===== config.mk =====
export PLATFORM = sky130hd
export DESIGN_NAME = note_source_arbiter
export DESIGN_NICKNAME = d
export VERILOG_FILES = /design/src/rtl/note_source_arbiter.sv
export SDC_FILE = /design/constraint.sdc
export NUM_CORES = 1
export LEC_CHECK = 0
export CORE_ASPECT_RATIO = 1.5
export CORE_MARGIN = 1.5
export CORE_UTILIZATION = 50
export CTS_CLUSTER_DIAMETER = 60
export DETAILED_ROUTE_END_ITERATION = 12
export PLACE_DENSITY = 0.8
export SYNTH_ARGS = -nofsm -noshare
export SYNTH_HDL_FRONTEND = slang
export SYNTH_SLANG_ARGS = --single-unit

===== constraint.sdc =====
create_clock -name clk -period 2.9 [get_ports clk]
set_input_delay 0.58 -clock clk [delete_from_list [all_inputs] [get_ports clk]]
set_output_delay 0.58 -clock clk [all_outputs]
set_load 0.01 [all_outputs]

===== src/rtl/note_source_arbiter.sv =====
// rtl/note_source_arbiter.sv - mode-selected, sanitised, registered buzzer note source
//
// Picks one of four note sources by mode, keeps only the lowest set bit and
// registers the result for the buzzer tone generator. A UART byte decoder holds
// each received note for HOLD_CYC cycles. Every mode change forces a silent gap
// of MUTE_CYC cycles.
// Optional feature: define SUSTAIN_EN to hold the last note for SUS_CYC cycles
// after the selected source drops to zero.
//
// Ports:
//   clk        in   1       system clock
//   rst        in   1       asynchronous reset, active-low
//   mode       in   2       0=FREE 1=UART 2=LEARN 3=PLAY
//   pin_note   in   NOTE_W  key pins (level)
//   uart_byte  in   8       received note code (0=rest, k=note k)
//   uart_valid in   1       one-cycle strobe qualifying uart_byte
//   db_note    in   NOTE_W  database/playback note (level)
//   note_out   out  NOTE_W  registered one-hot note, 0 = rest
//   muting     out  1       high while the mode-change gap is active
//   note_chg   out  1       high for the first cycle note_out shows a new value

module note_source_arbiter #(
    parameter int NOTE_W   = 10,
    parameter int MUTE_CYC = 1000,
    parameter int HOLD_CYC = 50000000,
    parameter int SUS_CYC  = 5000000
) (
    input  logic              clk,
    input  logic              rst,
    input  logic [1:0]        mode,
    input  logic [NOTE_W-1:0] pin_note,
    input  logic [7:0]        uart_byte,
    input  logic              uart_valid,
    input  logic [NOTE_W-1:0] db_note,
    output logic [NOTE_W-1:0] note_out,
    output logic              muting,
    output logic              note_chg
);

    if (NOTE_W < 2 || NOTE_W > 32 || MUTE_CYC < 1 || HOLD_CYC < 1 || SUS_CYC < 1) begin : g_bad_params
        $error("note_source_arbiter: parameter out of range");
    end

    localparam int MUTE_W = $clog2(MUTE_CYC + 1);
    localparam int HOLD_W = $clog2(HOLD_CYC + 1);

    localparam logic [MUTE_W-1:0] MUTE_LOAD = MUTE_W'(MUTE_CYC - 1);
    localparam logic [MUTE_W-1:0] MUTE_ONE  = MUTE_W'(1);
    localparam logic [HOLD_W-1:0] HOLD_LOAD = HOLD_W'(HOLD_CYC);
    localparam logic [HOLD_W-1:0] HOLD_ONE  = HOLD_W'(1);
    localparam logic [NOTE_W-1:0] NOTE_ONE  = NOTE_W'(1);
    localparam logic [7:0]        NOTE_MAX  = 8'(NOTE_W);

    typedef enum logic {RUN, MUTE} state_t;

    state_t              state_q, state_d;
    logic [MUTE_W-1:0]   mute_cnt_q, mute_cnt_d;
    logic [1:0]          mode_q, mode_d;
    logic                started_q;
    logic [NOTE_W-1:0]   note_d;
    logic                muting_d;
    logic                mode_change;

    logic [NOTE_W-1:0]   uart_note_q;
    logic [HOLD_W-1:0]   hold_cnt_q;
    logic [NOTE_W-1:0]   sel_raw;
    logic [NOTE_W-1:0]   sel;

`ifdef SUSTAIN_EN
    localparam int SUS_W = $clog2(SUS_CYC + 1);
    localparam logic [SUS_W-1:0] SUS_LOAD = SUS_W'(SUS_CYC - 1);
    localparam logic [SUS_W-1:0] SUS_ONE  = SUS_W'(1);
    logic               sus_act_q, sus_act_d;
    logic [SUS_W-1:0]   sus_cnt_q, sus_cnt_d;
`endif

    // UART decode runs in every mode so the note is ready when UART mode starts.
    // Codes above NOTE_W are treated as if no byte arrived.
    always_ff @(posedge clk or negedge rst) begin
        if (!rst) begin
            uart_note_q <= '0;
            hold_cnt_q  <= '0;
        end else if (uart_valid && uart_byte == 8'd0) begin
            uart_note_q <= '0;
            hold_cnt_q  <= '0;
        end else if (uart_valid && uart_byte <= NOTE_MAX) begin
            uart_note_q <= NOTE_ONE << (uart_byte - 8'd1);
            hold_cnt_q  <= HOLD_LOAD;
        end else if (hold_cnt_q != '0) begin
            hold_cnt_q <= hold_cnt_q - HOLD_ONE;
            if (hold_cnt_q == HOLD_ONE) begin
                uart_note_q <= '0;
            end
        end
    end

    always_comb begin
        case (mode)
            2'd1:    sel_raw = uart_note_q;
            2'd3:    sel_raw = db_note;
            default: sel_raw = pin_note;
        endcase
        // x & -x isolates the lowest set bit
        sel = sel_raw & (~sel_raw + NOTE_ONE);
    end

    // mode_q only becomes meaningful after the first clock out of reset, so no
    // gap is triggered by whatever mode is present at release.
    assign mode_change = started_q && (mode != mode_q);

    always_comb begin
        state_d    = state_q;
        mute_cnt_d = mute_cnt_q;
        mode_d     = started_q ? mode_q : mode;
        note_d     = note_out;
        muting_d   = muting;
`ifdef SUSTAIN_EN
        sus_act_d  = sus_act_q;
        sus_cnt_d  = sus_cnt_q;
`endif
        case (state_q)
            RUN: begin
                if (mode_change) begin
                    state_d    = MUTE;
                    mute_cnt_d = MUTE_LOAD;
                    mode_d     = mode;
                    note_d     = '0;
                    muting_d   = 1'b1;
`ifdef SUSTAIN_EN
                    sus_act_d  = 1'b0;
`endif
                end else begin
`ifdef SUSTAIN_EN
                    if (sel != '0) begin
                        note_d    = sel;
                        sus_act_d = 1'b0;
                    end else if (note_out != '0) begin
                        // first zero cycle arms the sustain; note_out holds meanwhile
                        if (!sus_act_q) begin
                            sus_act_d = 1'b1;
                            sus_cnt_d = SUS_LOAD;
                        end else if (sus_cnt_q == '0) begin
                            note_d    = '0;
                            sus_act_d = 1'b0;
                        end else begin
                            sus_cnt_d = sus_cnt_q - SUS_ONE;
                        end
                    end else begin
                        note_d    = '0;
                        sus_act_d = 1'b0;
                    end
`else
                    note_d = sel;
`endif
                end
            end
            MUTE: begin
                note_d = '0;
                if (mode_change) begin
                    mute_cnt_d = MUTE_LOAD;
                    mode_d     = mode;
                end else if (mute_cnt_q == '0) begin
                    state_d  = RUN;
                    muting_d = 1'b0;
                end else begin
                    mute_cnt_d = mute_cnt_q - MUTE_ONE;
                end
            end
            default: state_d = RUN;
        endcase
    end

    always_ff @(posedge clk or negedge rst) begin
        if (!rst) begin
            state_q    <= RUN;
            mute_cnt_q <= '0;
            mode_q     <= 2'd0;
            started_q  <= 1'b0;
            note_out   <= '0;
            muting     <= 1'b0;
            note_chg   <= 1'b0;
`ifdef SUSTAIN_EN
            sus_act_q  <= 1'b0;
            sus_cnt_q  <= '0;
`endif
        end else begin
            state_q    <= state_d;
            mute_cnt_q <= mute_cnt_d;
            mode_q     <= mode_d;
            started_q  <= 1'b1;
            note_out   <= note_d;
            muting     <= muting_d;
            note_chg   <= (note_d != note_out);
`ifdef SUSTAIN_EN
            sus_act_q  <= sus_act_d;
            sus_cnt_q  <= sus_cnt_d;
`endif
        end
    end

endmodule

* Word-level counts from Yosys, hierarchy flattened
Cells that the tools add are included.
** Word-level totals
- Register bits after elaboration :: 62
- Bits in latches :: 0
- RAM bits :: 0
- Memory bits (read-only) :: 0
- Output and inout port bits :: 12
- Memories kept :: 0
** Cells by class
- Add/subtract/negate cells :: 4
- Multiply operators :: 0
- Div/mod/pow operators :: 0
- Magnitude comparators :: 1
- Equality and inequality tests :: 10
- Shifts and indexed selects :: 1
- Mux-type cells :: 24
- Bitwise logic cells :: 3
- Reduce and logical (&&, ||, !) cells :: 11
** Operator list (number)
- 10-bit two-way mux :: 8
- 26-bit two-way mux :: 3
- 10-bit case mux with 2 select lines :: 3
- 26-bit by 1-bit equality test with 1-bit output (second input constant) :: 1
- 26-bit nonzero test :: 1
- 26-bit by 1-bit subtractor with 26-bit output (second input constant) :: 1
- 10-bit by 1-bit adder with 10-bit output (second input constant) :: 1
- 10-bit AND :: 1
- 10-bit logical NOT :: 1
- 10-bit != test :: 1
- 10-bit inverter :: 1
- 1-bit by 8-bit << shifter with 10-bit output (first input constant) :: 1
- 10-bit by 1-bit subtractor with 10-bit output (second input constant) :: 1
- 8-bit by 4-bit <= comparator with 1-bit output (second input constant) :: 1
- 8-bit logical NOT :: 1
- 8-bit by 1-bit subtractor with 8-bit output (second input constant) :: 1
- 1-bit two-way mux :: 6
- 3-bit nonzero test :: 2
- 2-bit two-way mux :: 2
- 2-bit by 1-bit != test with 1-bit output (second input constant) :: 2
- 2-bit != test (second input constant) :: 2
- 1-bit case mux with 2 select lines :: 2
- 2-bit AND reduction :: 2
- 1-bit logical AND :: 3
- 6 further kinds :: 6

* Logic depth before layout (Yosys ltp)
- Depth in word-level cells :: 8
- Gate-level depth with buffers :: 9

* Worst setup path before layout
No wires, ideal clock.
- Path kind :: in2reg
- From :: in mode[0]
- To :: reg note_chg
- Library setup time :: 139 ps
- Arrival time :: 2260 ps
- Data required time :: 2761 ps
- Path slack :: 502 ps
- Stages on the path :: 8
- Buffers on the path :: 2
- Cells stage by stage :: buf_4 > xor2_1 > o21ai_4 > nand4b_4 > buf_6 > o31ai_2 > o221ai_1 > or4_1
** On the way
- Word-level cells in the longest chain between the ends :: 8
- Elaborated cells on any way between the ends :: 11
- Classes of those cells :: add/sub (1); eq/ne (4); mux (3); bitwise (2); reduce/logical (1)
** RTL lines
- start, declared :: RTL line 30 : input logic [1:0] mode,
- 2-bit equality test / 2-bit by 1-bit equality test with 1-bit output (equally long branches) :: RTL line 98 : case (mode)
- 10-bit case mux with 2 select lines :: RTL line 98
- 10-bit inverter :: RTL line 104 : sel = sel_raw & (~sel_raw + NOTE_ONE);
- 10-bit by 1-bit adder with 10-bit output :: RTL line 104
- 10-bit AND :: RTL line 104
- 10-bit two-way mux (*) :: RTL line 123 : if (mode_change) begin
- 10-bit case mux with 2 select lines (*) :: RTL line 121 : case (state_q)
- 10-bit != test (*) :: RTL line 193 : note_chg <= (note_d != note_out);
- end signal, assigned :: RTL line 193
- end, declared :: RTL line 37 : output logic note_chg
Mark *: on every way between the ends. The rest lies on a longest branch, timed or not.
A chain may end at the register's enable or synchronous reset.

* Final worst setup path
- From :: in mode[1]
- To :: reg note_chg
** On the way
- Word-level cells in the longest chain between the ends :: 8
- Elaborated cells on any way between the ends :: 11
- Classes of those cells :: add/sub (1); eq/ne (4); mux (3); bitwise (2); reduce/logical (1)
** RTL lines
- 2-bit equality test / 2-bit by 1-bit equality test with 1-bit output (equally long branches) :: RTL line 98
- 10-bit case mux with 2 select lines :: RTL line 98
- 10-bit inverter :: RTL line 104
- 10-bit by 1-bit adder with 10-bit output :: RTL line 104
- 10-bit AND :: RTL line 104
- 10-bit two-way mux (*) :: RTL line 123
- 10-bit case mux with 2 select lines (*) :: RTL line 121
- named net note_d[4] :: RTL line 60 : logic [NOTE_W-1:0] note_d;
- 10-bit != test (*) :: RTL line 193
Mark *: on every way through the listed nets, which the timed path passes. The rest lies on a longest branch.

==> impl_metrics.ini <==
[timing]
setup_tns_ns = 0
rsz0062_at_grt = no
tightestPinTransition_ns = 0.724
hold-worst-slack_ns = 0.189
finalHoldViolations = 0
fin_crit_ns = 2.72
maxSlewViolCount = 0
finalSetupViolations = 0
fin_crit_sh_pct = 93.9
max_freq_mhz = 367
maxSlewHeadroom_pct = 51.7
skew_ns = 0.0116

[logic_synthesis]
ys_seq_area_share_pct = 42.8
synthCells = 369
netlist_area_sq_um = 3620
synth_cell_types = 62
synth_area_leaders = dfrtp_1 (43%), nor2_1 (5.0%), a21oi_1 (4.0%), xor2_1 (3.6%), xnor2_1 (2.9%)
synth_top_flop_cell = dfrtp_1
synthMostInstantiatedCell = dfrtp_1
synth_edf_count = 0
ys_warn_count = 0
async_flop_share_pct = 100
synth_top_area_cell = dfrtp_1
syn_area_per_cell_sq_um = 9.82
ys_top_cells_by_count = dfrtp_1 (62), nor2_1 (48), a21oi_1 (29), nand2_1 (22), xor2_1 (15)
ys_ff_latch = 62
synth_top_cell_area_share_pct = 42.8
syn-num-nets = 408

[routing]
via_per_inst = 5.88
ant_nets = 0
vias = 3116
detail_route.iter0.violations = 208
dr.pass1.iters = 4
drc_errors = 0
wl_um = 8330
wl_per_cell_um = 15.7

[place]
postPlaceCellArea_sq_um = 4350
globalplace.congestion = 0.881
hpwlAfterDp_um = 6260
dp_cells = 515
portBuffers = 44

[clock_tree]
cts_buffers = 9
cts_buffer_depth = 2
holdBufCountCts = 0
root_buffer = clkbuf_8
cts_max_level = 3
cts_resized = 0
cts.sinks = 62
cts_tree = built
clock_latency_ns = 0.35
clk_pin_slew_ns = 0.07
post_cts_buffers = 0

[die]
die_y_um = 107
dieWidth_um = 72.5
ios = 45
std_cell_rows = 37
dieArea_sq_um = 7780
initial_core_util_pct = 52.2
coreArea_sq_um = 6940

[worst_setup_path]
required_ns = 3.11
worstSetupStartpointType = primary input
crit_type = in -> reg
worstSetupEndpointType = flop
cp.arrival_ns = 2.93
worstPathMaxFanout = 6

[grt]
grt_util_met3_pct = 5.71
top_usage_layer = met2
grt_pass1_vias = 3090
grt_pass1_wl_um = 13600
use_met2_pct = 37.4
met1_usage_pct = 26.2
overflow = 0
track_usage_pct = 22.5
grt_antenna_before_repair = 0
grt_max_degree = 24

[power]
power_uw = 2410
power_density_nw_per_um2 = 530
vdd_drop_max_mv = 0.392
power.leakage_uw = 0.00186

[hold_path]
hold_class = in -> async

[final_layout]
nNetsFinal = 487
antennaDiodeCount = 0
design_area_sq_um = 4550
drive_above_1_share_pct = 17.3
area_delta_synth_final_pct = 25.5
fin_cells = 530

[run]
max_cap_viol_count = 0

[run_status]
status = finished, final reports clean
## final cells by class
type | instances | area (sq um)
Tap cell | 78 | 97.6
Fill cell | 568 | 2390
Sequential cell | 62 | 1550
Multi-Input combinational cell | 285 | 1950
Inverter | 9 | 33.8
Clock buffer | 12 | 155
Clock inverter | 3 | 43.8
Timing Repair Buffer | 81 | 713
## cells in the final DEF (no fill, tap or decap), types with 2 or more instances in the layout
cell and instances:
a211oi_1 4, a21o_1 6, a21oi_1 29, a22o_1 6, a31oi_1 3, a32o_1 4
and2_1 5, and3_1 6, buf_4 37, clkbuf_8 11, clkdlybuf4s50_1 43, dfrtp_1 62
ha_1 6, inv_1 9, mux2_2 3, mux2i_1 6, mux2i_4 3, nand2_1 22
nand2b_1 3, nand3_1 7, nand3b_1 2, nand4_1 5, nand4b_1 4, nand4bb_1 2
nor2_1 48, nor2b_1 3, nor3_1 12, nor3b_1 3, nor4_1 11, nor4b_2 2
o21ai_0 10, or2_2 3, or3_1 11, or4_1 5, xnor2_1 12, xor2_1 15
## where the power goes
group / total, uW / switching (uW) / internal [uW]
clock network: 774 / 334 / 439
logic: 526 / 278 / 248
registers: 1110 / 127 / 984
total: 2410 / 740 / 1670
## final timing paths
kind | cells after the start | endpoint | from | slack (ns)
setup / recovery | 9 | note_chg$_DFF_PN0_ | mode[1] | 0.18
hold / removal | 1 | mode_q[1]$_DFFE_PN0P_ | rst | 0.19
setup reg to reg | 6 | hold_cnt_q[9]$_DFFE_PN0P_ | hold_cnt_q[16]$_DFFE_PN0P_ | 0.43
hold reg to reg | 2 | mute_cnt_q[9]$_DFFE_PN0P_ | mute_cnt_q[9]$_DFFE_PN0P_ | 0.51
max in group asynchronous | 2 | uart_note_q[7]$_DFFE_PN0P_ | rst | 2.03
min in group clk | 2 | mute_cnt_q[9]$_DFFE_PN0P_ | mute_cnt_q[9]$_DFFE_PN0P_ | 0.51
## cell families (layout without fill, tap and decap cells)
group | count (synthesis) | after routing | share of synthesized area [%]
AOI/OAI and AO/OA | 75 | 75 | 14.2
xor gates and xnor gates | 28 | 28 | 6.97
muxes | 13 | 13 | 4.87
other | 1 | 1 | 0.103
buffers and inverters | 22 | 105 | 3.28
and+or+nand+nor | 162 | 162 | 25.7
DFF | 62 | 62 | 42.8
adders and majority gates | 6 | 6 | 2.07
## critical path: stages
cell,delay (ns)
clkdlybuf4s50_1,0.54
buf_4,0.16
buf_4,0.16
mux2i_1,0.23
a21o_1,0.20
nand4b_1,0.10
nor3_1,0.27
o221ai_1,0.17
or4_1,0.51
## layer usage
metal  vias to the layer above  part of all wire [%]
met5                         -                     0
met4                         0                   2.9
met3                        18                   4.8
met2                        92                    50
li1                       1505                     -
met1                      1501                    42
## registers in the layout (all words and copies together), names as in the netlist
name / flops
mute_cnt_q: 10
note_out: 10
state_q: 1
hold_cnt_q: 26
uart_note_q: 10
started_q: 1
mode_q: 2
note_chg: 1
muting: 1
## per-stage QoR
step / utilization (%) / setup WS [ns]
after floorplan: - / 0.502
after global placement: 62.6 / -0.115
after detailed placement: 62.6 / -0.157
after CTS: 65.5 / 0.198
after global routing: 65.5 / 0.0477
final: 65.5 / 0.177
(Power assumes the default switching activity.)
